===== src/rtl/keypad_pkg.sv =====
// Keypad scanner shared definitions: FSM state encoding, keymap and row priority helpers.
// Pure combinational helpers; no latency, no flow control.
package keypad_pkg;

  typedef enum logic [1:0] {
    SCAN,
    DEBOUNCE,
    HELD,
    RELEASE
  } scan_state_t;

  function automatic logic [3:0] keymap(input logic [1:0] row, input logic [1:0] col);
    logic [3:0] hex;
    case ({row, col})
      4'h0: hex = 4'h1;
      4'h1: hex = 4'h2;
      4'h2: hex = 4'h3;
      4'h3: hex = 4'hA;
      4'h4: hex = 4'h4;
      4'h5: hex = 4'h5;
      4'h6: hex = 4'h6;
      4'h7: hex = 4'hB;
      4'h8: hex = 4'h7;
      4'h9: hex = 4'h8;
      4'hA: hex = 4'h9;
      4'hB: hex = 4'hC;
      4'hC: hex = 4'hE;
      4'hD: hex = 4'h0;
      4'hE: hex = 4'hF;
      default: hex = 4'hD;
    endcase
    return hex;
  endfunction

  // Rows are active-low; the lowest index wins when several are pulled low.
  function automatic logic [1:0] lowest_low_row(input logic [3:0] row_bits);
    logic [1:0] idx;
    if (!row_bits[0])      idx = 2'd0;
    else if (!row_bits[1]) idx = 2'd1;
    else if (!row_bits[2]) idx = 2'd2;
    else                   idx = 2'd3;
    return idx;
  endfunction

endpackage


===== src/rtl/sync_2ff.sv =====
// Two-flop synchronizer for asynchronous level inputs, resetting to all-ones (idle pulled-up lines).
// Latency: 2 clk cycles; no backpressure.
module sync_2ff #(
  parameter int W = 4
) (
  input  logic         clk,
  input  logic         reset,
  input  logic [W-1:0] d,
  output logic [W-1:0] q
);

  logic [W-1:0] meta;

  always_ff @(posedge clk or negedge reset) begin
    if (!reset) begin
      meta <= '1;
      q    <= '1;
    end else begin
      meta <= d;
      q    <= meta;
    end
  end

endmodule


===== src/rtl/keypad_scan_fsm.sv =====
// 4x4 keypad column scanner with press/release debounce; emits one registered strobe per key press.
// Latency: strobe 1 cycle after DEBOUNCE_CNT stable cycles (+2 sync); no backpressure, strobe is fire-and-forget.
module keypad_scan_fsm #(
  parameter int SCAN_DIV     = 24000,
  parameter int DEBOUNCE_CNT = 480000
) (
  input  logic       clk,
  input  logic       reset,
  input  logic [3:0] rows,
  output logic [3:0] cols,
  output logic       new_hex,
  output logic [3:0] hex_R_new
);
  import keypad_pkg::*;

  localparam int SW = $clog2(SCAN_DIV + 1);
  localparam int DW = $clog2(DEBOUNCE_CNT + 1);
  localparam logic [SW-1:0] SCAN_LAST = SW'(SCAN_DIV - 1);
  localparam logic [DW-1:0] DEB_LAST  = DW'(DEBOUNCE_CNT - 1);

  logic [3:0]    rows_s;
  scan_state_t   state, state_nxt;
  logic [1:0]    col, col_nxt;
  logic [1:0]    key_row, key_row_nxt;
  logic [SW-1:0] scan_cnt, scan_cnt_nxt;
  logic [DW-1:0] deb_cnt, deb_cnt_nxt;
  logic          new_hex_nxt;
  logic [3:0]    hex_nxt;
  logic          key_low;

  sync_2ff #(.W(4)) u_sync (
    .clk   (clk),
    .reset (reset),
    .d     (rows),
    .q     (rows_s)
  );

  assign key_low = ~rows_s[key_row];
  assign cols    = ~(4'b0001 << col);

  always_ff @(posedge clk or negedge reset) begin
    if (!reset) begin
      state     <= SCAN;
      col       <= 2'd0;
      key_row   <= 2'd0;
      scan_cnt  <= '0;
      deb_cnt   <= '0;
      new_hex   <= 1'b0;
      hex_R_new <= 4'h0;
    end else begin
      state     <= state_nxt;
      col       <= col_nxt;
      key_row   <= key_row_nxt;
      scan_cnt  <= scan_cnt_nxt;
      deb_cnt   <= deb_cnt_nxt;
      new_hex   <= new_hex_nxt;
      hex_R_new <= hex_nxt;
    end
  end

  always_comb begin
    state_nxt    = state;
    col_nxt      = col;
    key_row_nxt  = key_row;
    scan_cnt_nxt = scan_cnt;
    deb_cnt_nxt  = deb_cnt;
    new_hex_nxt  = 1'b0;
    hex_nxt      = hex_R_new;
    case (state)
      SCAN: begin
        if (scan_cnt == SCAN_LAST) begin
          scan_cnt_nxt = '0;
          if (rows_s != 4'hF) begin
            state_nxt   = DEBOUNCE;
            key_row_nxt = lowest_low_row(rows_s);
            deb_cnt_nxt = '0;
          end else begin
            col_nxt = col + 2'd1;
          end
        end else begin
          scan_cnt_nxt = scan_cnt + SW'(1);
        end
      end
      DEBOUNCE: begin
        if (!key_low) begin
          state_nxt    = SCAN;
          col_nxt      = col + 2'd1;
          scan_cnt_nxt = '0;
          deb_cnt_nxt  = '0;
        end else if (deb_cnt == DEB_LAST) begin
          state_nxt   = HELD;
          new_hex_nxt = 1'b1;
          hex_nxt     = keymap(key_row, col);
          deb_cnt_nxt = '0;
        end else begin
          deb_cnt_nxt = deb_cnt + DW'(1);
        end
      end
      HELD: begin
        if (!key_low) begin
          state_nxt   = RELEASE;
          deb_cnt_nxt = '0;
        end
      end
      RELEASE: begin
        // A key that reappears before release qualifies goes back to HELD without a new strobe.
        if (key_low) begin
          state_nxt   = HELD;
          deb_cnt_nxt = '0;
        end else if (deb_cnt == DEB_LAST) begin
          state_nxt    = SCAN;
          col_nxt      = col + 2'd1;
          scan_cnt_nxt = '0;
          deb_cnt_nxt  = '0;
        end else begin
          deb_cnt_nxt = deb_cnt + DW'(1);
        end
      end
      default: begin
        state_nxt    = SCAN;
        scan_cnt_nxt = '0;
        deb_cnt_nxt  = '0;
      end
    endcase
  end

endmodule


===== config.mk =====
export PLATFORM = sky130hd
export DESIGN_NAME = keypad_scan_fsm
export DESIGN_NICKNAME = d
export VERILOG_FILES = /design/src/rtl/keypad_pkg.sv /design/src/rtl/sync_2ff.sv /design/src/rtl/keypad_scan_fsm.sv
export SDC_FILE = /design/constraint.sdc
export NUM_CORES = 1
export LEC_CHECK = 0
export CAP_MARGIN = 20
export CORE_UTILIZATION = 50
export CTS_BUF_LIST = sky130_fd_sc_hd__clkbuf_8
export CTS_CLUSTER_DIAMETER = 60
export CTS_CLUSTER_SIZE = 28
export DETAILED_ROUTE_END_ITERATION = 8
export PLACE_DENSITY = 0.65
export SLEW_MARGIN = 20
export SYNTH_ARGS = -nofsm -noshare
export SYNTH_HDL_FRONTEND = slang
export SYNTH_SLANG_ARGS = --single-unit

===== constraint.sdc =====
create_clock -name clk -period 3.07 [get_ports clk]
set_input_delay 0.921 -clock clk [delete_from_list [all_inputs] [get_ports clk]]
set_output_delay 0.921 -clock clk [all_outputs]
set_load 0.05 [all_outputs]

==> After elaboration in Yosys (flattened, before gate mapping) <==
Memories as Yosys holds them, arrays and structs flattened. A register that Yosys moved wholly into a read port is not among the register bits.
Index checks and enable logic that the tools add are counted.
{ "op_classes": {"n_addsub": 3, "magnitude_cmp": 1, "n_eq_ne": 15, "n_shift": 1, "mux": 34, "bitwise_logic": 2, "n_reduce_logical": 9} }
{ "ops": {"columns": ["op", "n"], "rows": [
  ["19-bit two-way mux", 6],
  ["19-bit one-hot mux with 4 select lines", 1],
  ["15-bit two-way mux", 4],
  ["15-bit one-hot mux with 3 select lines", 1],
  ["2-bit two-way mux", 14],
  ["19-bit by 1-bit adder with 19-bit output, second input constant", 1],
  ["19-bit equality test, second input constant", 1],
  ["15-bit by 1-bit adder with 15-bit output, second input constant", 1],
  ["15-bit equality test, second input constant", 1],
  ["2-bit != test, second input constant", 7],
  ["3-bit AND reduction", 3],
  ["2-bit one-hot mux with 4 select lines", 1],
  ["3-bit != test, second input constant", 2],
  ["2-bit one-hot mux with 3 select lines", 1],
  ["6-bit AND reduction", 1],
  ["1-bit two-way mux", 5],
  ["5-bit AND reduction", 1],
  ["2-bit equality test, second input constant", 2],
  ["4-bit != test, second input constant", 1],
  ["4-bit NOT", 1],
  ["4-bit AND reduction", 1],
  ["1-bit by 2-bit << shifter with 4-bit output, first input constant", 1],
  ["2-bit by 3-bit < comparator with 1-bit output, second input constant", 1],
  ["3-bit nonzero test", 1],
  ["other kinds (6)", 6]
]} }
{ "word_totals": {"reg_bits": 49, "romBits": 64, "inputBits": 6, "output_inout_bits": 9, "elab_cells": 74, "n_memories": 1} }
{ "mem_list": {"columns": ["name", "depth", "width", "rd", "rd_ports_with_merged_regs", "write_ports", "line", "rtl"], "rows": [
  ["(name not given)", 16, 4, 1, 1, 0, "keypad_pkg.sv:14", "case ({row, col})"]
]} }

==> Depth between registers and ports, before layout <==
{ "depth": {"depth_word": 4, "mapped_depth": 8, "ltp_nobuf": 6} }

==> Hierarchy <==
Synthesis repeated with hierarchy kept, for this count alone.
{ "unflattened": {"hier_cells": 298, "hier_area_um2": 2856.5} }
{ "by_module_without_submodules": {"columns": ["mod", "n_inst", "cells_each", "area_per_inst_um2", "seq_area_each_um2"], "rows": [
  ["keypad_scan_fsm", 1, 290, 2646.3, 1126.1],
  ["sync_2ff", 1, 8, 210.2, 210.2]
]} }

==> Worst setup path after synthesis <==
OpenSTA, ideal clock, no wires.
{ "synth_path": {"path_type": "flip-flop to flip-flop", "from": "register scan_cnt[6]", "to": "register col[1]", "setup_time_ps": 125, "arrival_ps": 2194, "required_time_ps": 2945, "slack_ps": 751, "stages_incl_launch_ff": 6, "path_buffers": 0, "period_less_slack_ps": 2319, "cell_sequence": "dfrtp_1 -> or4b_4 -> nor4_4 -> nor3_2 -> or4_4 -> mux2_4"} }
{ "synth_between": {"elab_chain_cells": 3} }
{ "synth_rtl": {"columns": ["element", "line", "rtl"], "rows": [
  ["start, declared", "keypad_scan_fsm.sv:25", "logic [SW-1:0] scan_cnt, scan_cnt_nxt;"],
  ["start signal, assigned", "keypad_scan_fsm.sv:54", "scan_cnt <= scan_cnt_nxt;"],
  ["15-bit equality test", "keypad_scan_fsm.sv:71", "if (scan_cnt == SCAN_LAST) begin"],
  ["2-bit != test (no line)", null, null],
  ["6-bit AND reduction (no line)", null, null],
  ["end signal, assigned", "keypad_scan_fsm.sv:52", "col <= col_nxt;"],
  ["end, declared", "keypad_scan_fsm.sv:23", "logic [1:0] col, col_nxt;"]
]} }
No other way between the ends.
A chain may end at the register's enable or synchronous reset.

==> Final worst setup path <==
{ "layout_path": {"from": "register col[0]", "to": "output cols[0]"} }
{ "layout_between": {"elab_chain_cells": 2} }
{ "layout_rtl": {"columns": ["element", "line", "rtl"], "rows": [
  ["1-bit by 2-bit << shifter with 4-bit output", "keypad_scan_fsm.sv:39", "assign cols = ~(4'b0001 << col);"],
  ["4-bit NOT", "keypad_scan_fsm.sv:39", null],
  ["end, declared", "keypad_scan_fsm.sv:10", "output logic [3:0] cols,"]
]} }
No other way between the ends.

==> run metrics <==
outcome=finished, final reports clean; die area=about 5900 um2; critical path endpoint category=output pin; Design Power=1120 uW; share of layout cells above drive strength 1=around 11%; Longest Clk Path Bufs=2; Primary FF master, synth=dfrtp_1; H-tree levels=2; commonest non-fill, non-tap cells in the layout=dfrtp_1 (45), nand2_1 (32), o21ai_0 (26); Async SR Flop Fraction=between 90% and 100%; CP Launch Type=flip-flop; drc violations=0; Pwr Density=358.1 nW/um2; Remaining Overflow, GRT=0; Leak=between 0.001 and 0.0015 uW; reg2reg start=scan_cnt[6]; met3 Use GR=3.690%; drt initial violations=208; NumNets Final=~330; arrival time worst endpoint=between 1500 and 2000 ps; Slew Viols, Final=0; hold_buf cts=0; cell area after synthesis=between 2000 and 3000 um2; Tmin final=~2900 ps; Cells after DPL=about 380; crit-path cells=inv_1 -> ha_1 -> inv_1 -> clkdlybuf4s50_1; Area Growth Syn to Fin=10.91%; Req. time, crit path=between 2000 and 2500 ps; total number of vias=around 2.3k; Place WS=460.3 ps; total negative slack=0 ps; GRT met2 Usage=34.29%; Ant. Diodes=0; 1st-pass router iterations=4; maximum VDD drop=~240 uV; NetSw=~250 uW; fin crit share=about 95%; final setup fails=0; max-cap violation count=0; clock root buffer=clkbuf_8; grt peak-use layer=met2; synthesized instance count=300; Post-synth EDFFs=0; Worst Max-Slew Pin Slew=approximately 850 ps; DP HPWL=3928 um; Mapped Nets=~310; Sw Ratio=between 20% and 30%; WL/cell=around 14 um; first-pass GRT wire length=between 9000 and 10000 um; number of global-route vias before repair=around 2.1k; CTS tree=built; Synth cell types=between 40 and 50; Reg2Reg Setup Slack=~440 ps; Final Skew=6.413 ps; Crit path buffers/inverters=3; R2R cell count=5; WHS Path Cells=0; Fmax achieved=approximately 0.34 GHz; Slew Limit Headroom=43.22%; Via density=about 6; Warnings, synthesis=0; WP depth=4; Hold Path Class=reg -> reg; row cnt=26; multi-input combinational cell area=~1400 um2; sequential share of power=63.4%; slowest cell on the critical path=clkdlybuf4s50_1; GRT Total Usage=between 20% and 30%; Int Pwr=between 800 and 900 uW; IO Port Bufs=14; CP Max Fanout=7; sequential cell area fraction in the yosys report=between 40% and 50%; RSZ-0062 raised after global routing=no; Antenna Nets Post-Route=0; power share of the clock group=34.3%; PostCTS Resize Cnt=0; Hold Startpoint=u_sync.meta[3]; Layout fillers=approximately 470; num ports=15; Total Routed Length=5558 um; total CTS buffers=5; Die Y=about 77 um; #FFs+latches synth=53; clock-pin slew on the worst setup and hold paths=90 ps; GR Util met1=between 20% and 30%; worst r2r dst=col[1]; Final Worst Setup Slack=around 160 ps; slowest stage delay, CP=790 ps; crit-path leading delay family=buffers and inverters; clk_lat worst skew=approximately 300 ps; Core Region=5270 um2; worst setup path category=reg -> out; chip width=just under 80 um; postcts setup bufs=0; Num Clock Sinks=53; FF+latch area=around 1300 um2; Post-Layout Cell Count=between 300 and 400; Fin. Hold Viols=0; initial antenna violation count=0; commonest non-fill, non-tap cell in the layout=dfrtp_1; Hold WS=between 300 and 400 ps; pin count of the biggest net entering global routing=40; Initial Util=53.51%; cell mode on critical path=inv_1; syn avg cell area=about 9.4 um2; RePlAce Congestion=0.8117; power share of the combinational group=approximately 2.3%; Hold EP=u_sync.q[3]
## per-stage QoR
| step | utilization, % | area [um2] |
|---|---|---|
| 6_report | 59.35 | 3128 |
| 5_1_grt | 59.35 | 3128 |
| 4_1_cts | 59.35 | 3128 |
| 3_5_place_dp | 57.72 | 3042 |
| 3_3_place_gp | 57.72 | 3042 |
| 2_1_floorplan | - | 2820 |
## state kept, by name, summed over array words and instances (netlist names), named ones only
| signal | count |
|---|---|
| key_row | 2 |
| hex_R_new | 4 |
| new_hex | 1 |
| col | 2 |
| state | 1 |
| u_sync.q | 4 |
| u_sync.meta | 4 |
| scan_cnt | 15 |
| deb_cnt | 19 |
## worst reg2reg max path: cells and delay by family (launching register included)
family,cells,cell delay [ps]
multiplexers,1,300
flip-flops,1,450
AND/OR/NAND/NOR,4,1770
## cells in the mapped netlist, types with 4 or more instances
cell       n  area [um2]
a21oi_1   20       100.1
nand4_1   10       62.56
clkbuf_1  10       37.54
nor2_1    11       41.29
or3_1     13       81.33
inv_1     18       67.56
dfrtp_1   45        1126
ha_1       8       100.1
o21ai_0   26       130.1
and4_1     5       43.79
mux2i_1    4       40.04
and3_1     4       25.02
nor4_1     4       25.02
a31oi_1   10       62.56
dfstp_2    8       210.2
nand2_1   32       120.1
nand3_1   24       120.1
## worst max-delay path by stage
stage	end	start	slack [ps]
global route	cols[0]	col[0]	50
CTS	cols[0]	col[0]	150
detailed placement	col[1]	scan_cnt[6]	460
global placement	cols[0]	col[0]	510
floorplan	col[1]	scan_cnt[6]	750
finish	cols[0]	col[0]	160
## routing by layer
layer  up-vias  share of wire [%]  wire, um
met5         -                  0         0
met4         0                1.2        68
met3         8                2.9       160
met2        36                 49      2705
met1      1082                 47      2623
li1       1135                  -         -
## power groups by stage
stage                     Clock (uW)  Sequential [uW]  Combinational (uW)
final                            385              710                25.5
after global placement             0              723                26.8
after CTS                        399              710                27.0
after global routing             427              711                29.8
after floorplan                    0              723                3.94
after detailed placement           0              723                26.7
## cell type report
class	instances	share of cell area (%)
Clock inverter	3	0.5600
Clock buffer	5	2.200
Timing Repair Buffer	20	5.760
Inverter	18	2.160
Sequential cell	53	42.72
Multi-Input combinational cell	216	43.80
Tap cell	70	2.800
## cell families after synthesis
kind of cell	after synthesis	synth area share [%]
simple gates	117	22.85
xor+xnor	2	0.6212
flops	53	47.38
compound gates	80	17.39
mux	9	3.948
fa+ha+maj	8	3.549
buf+inv	31	4.259
Note: power is estimated with default switching activity, not from simulation.
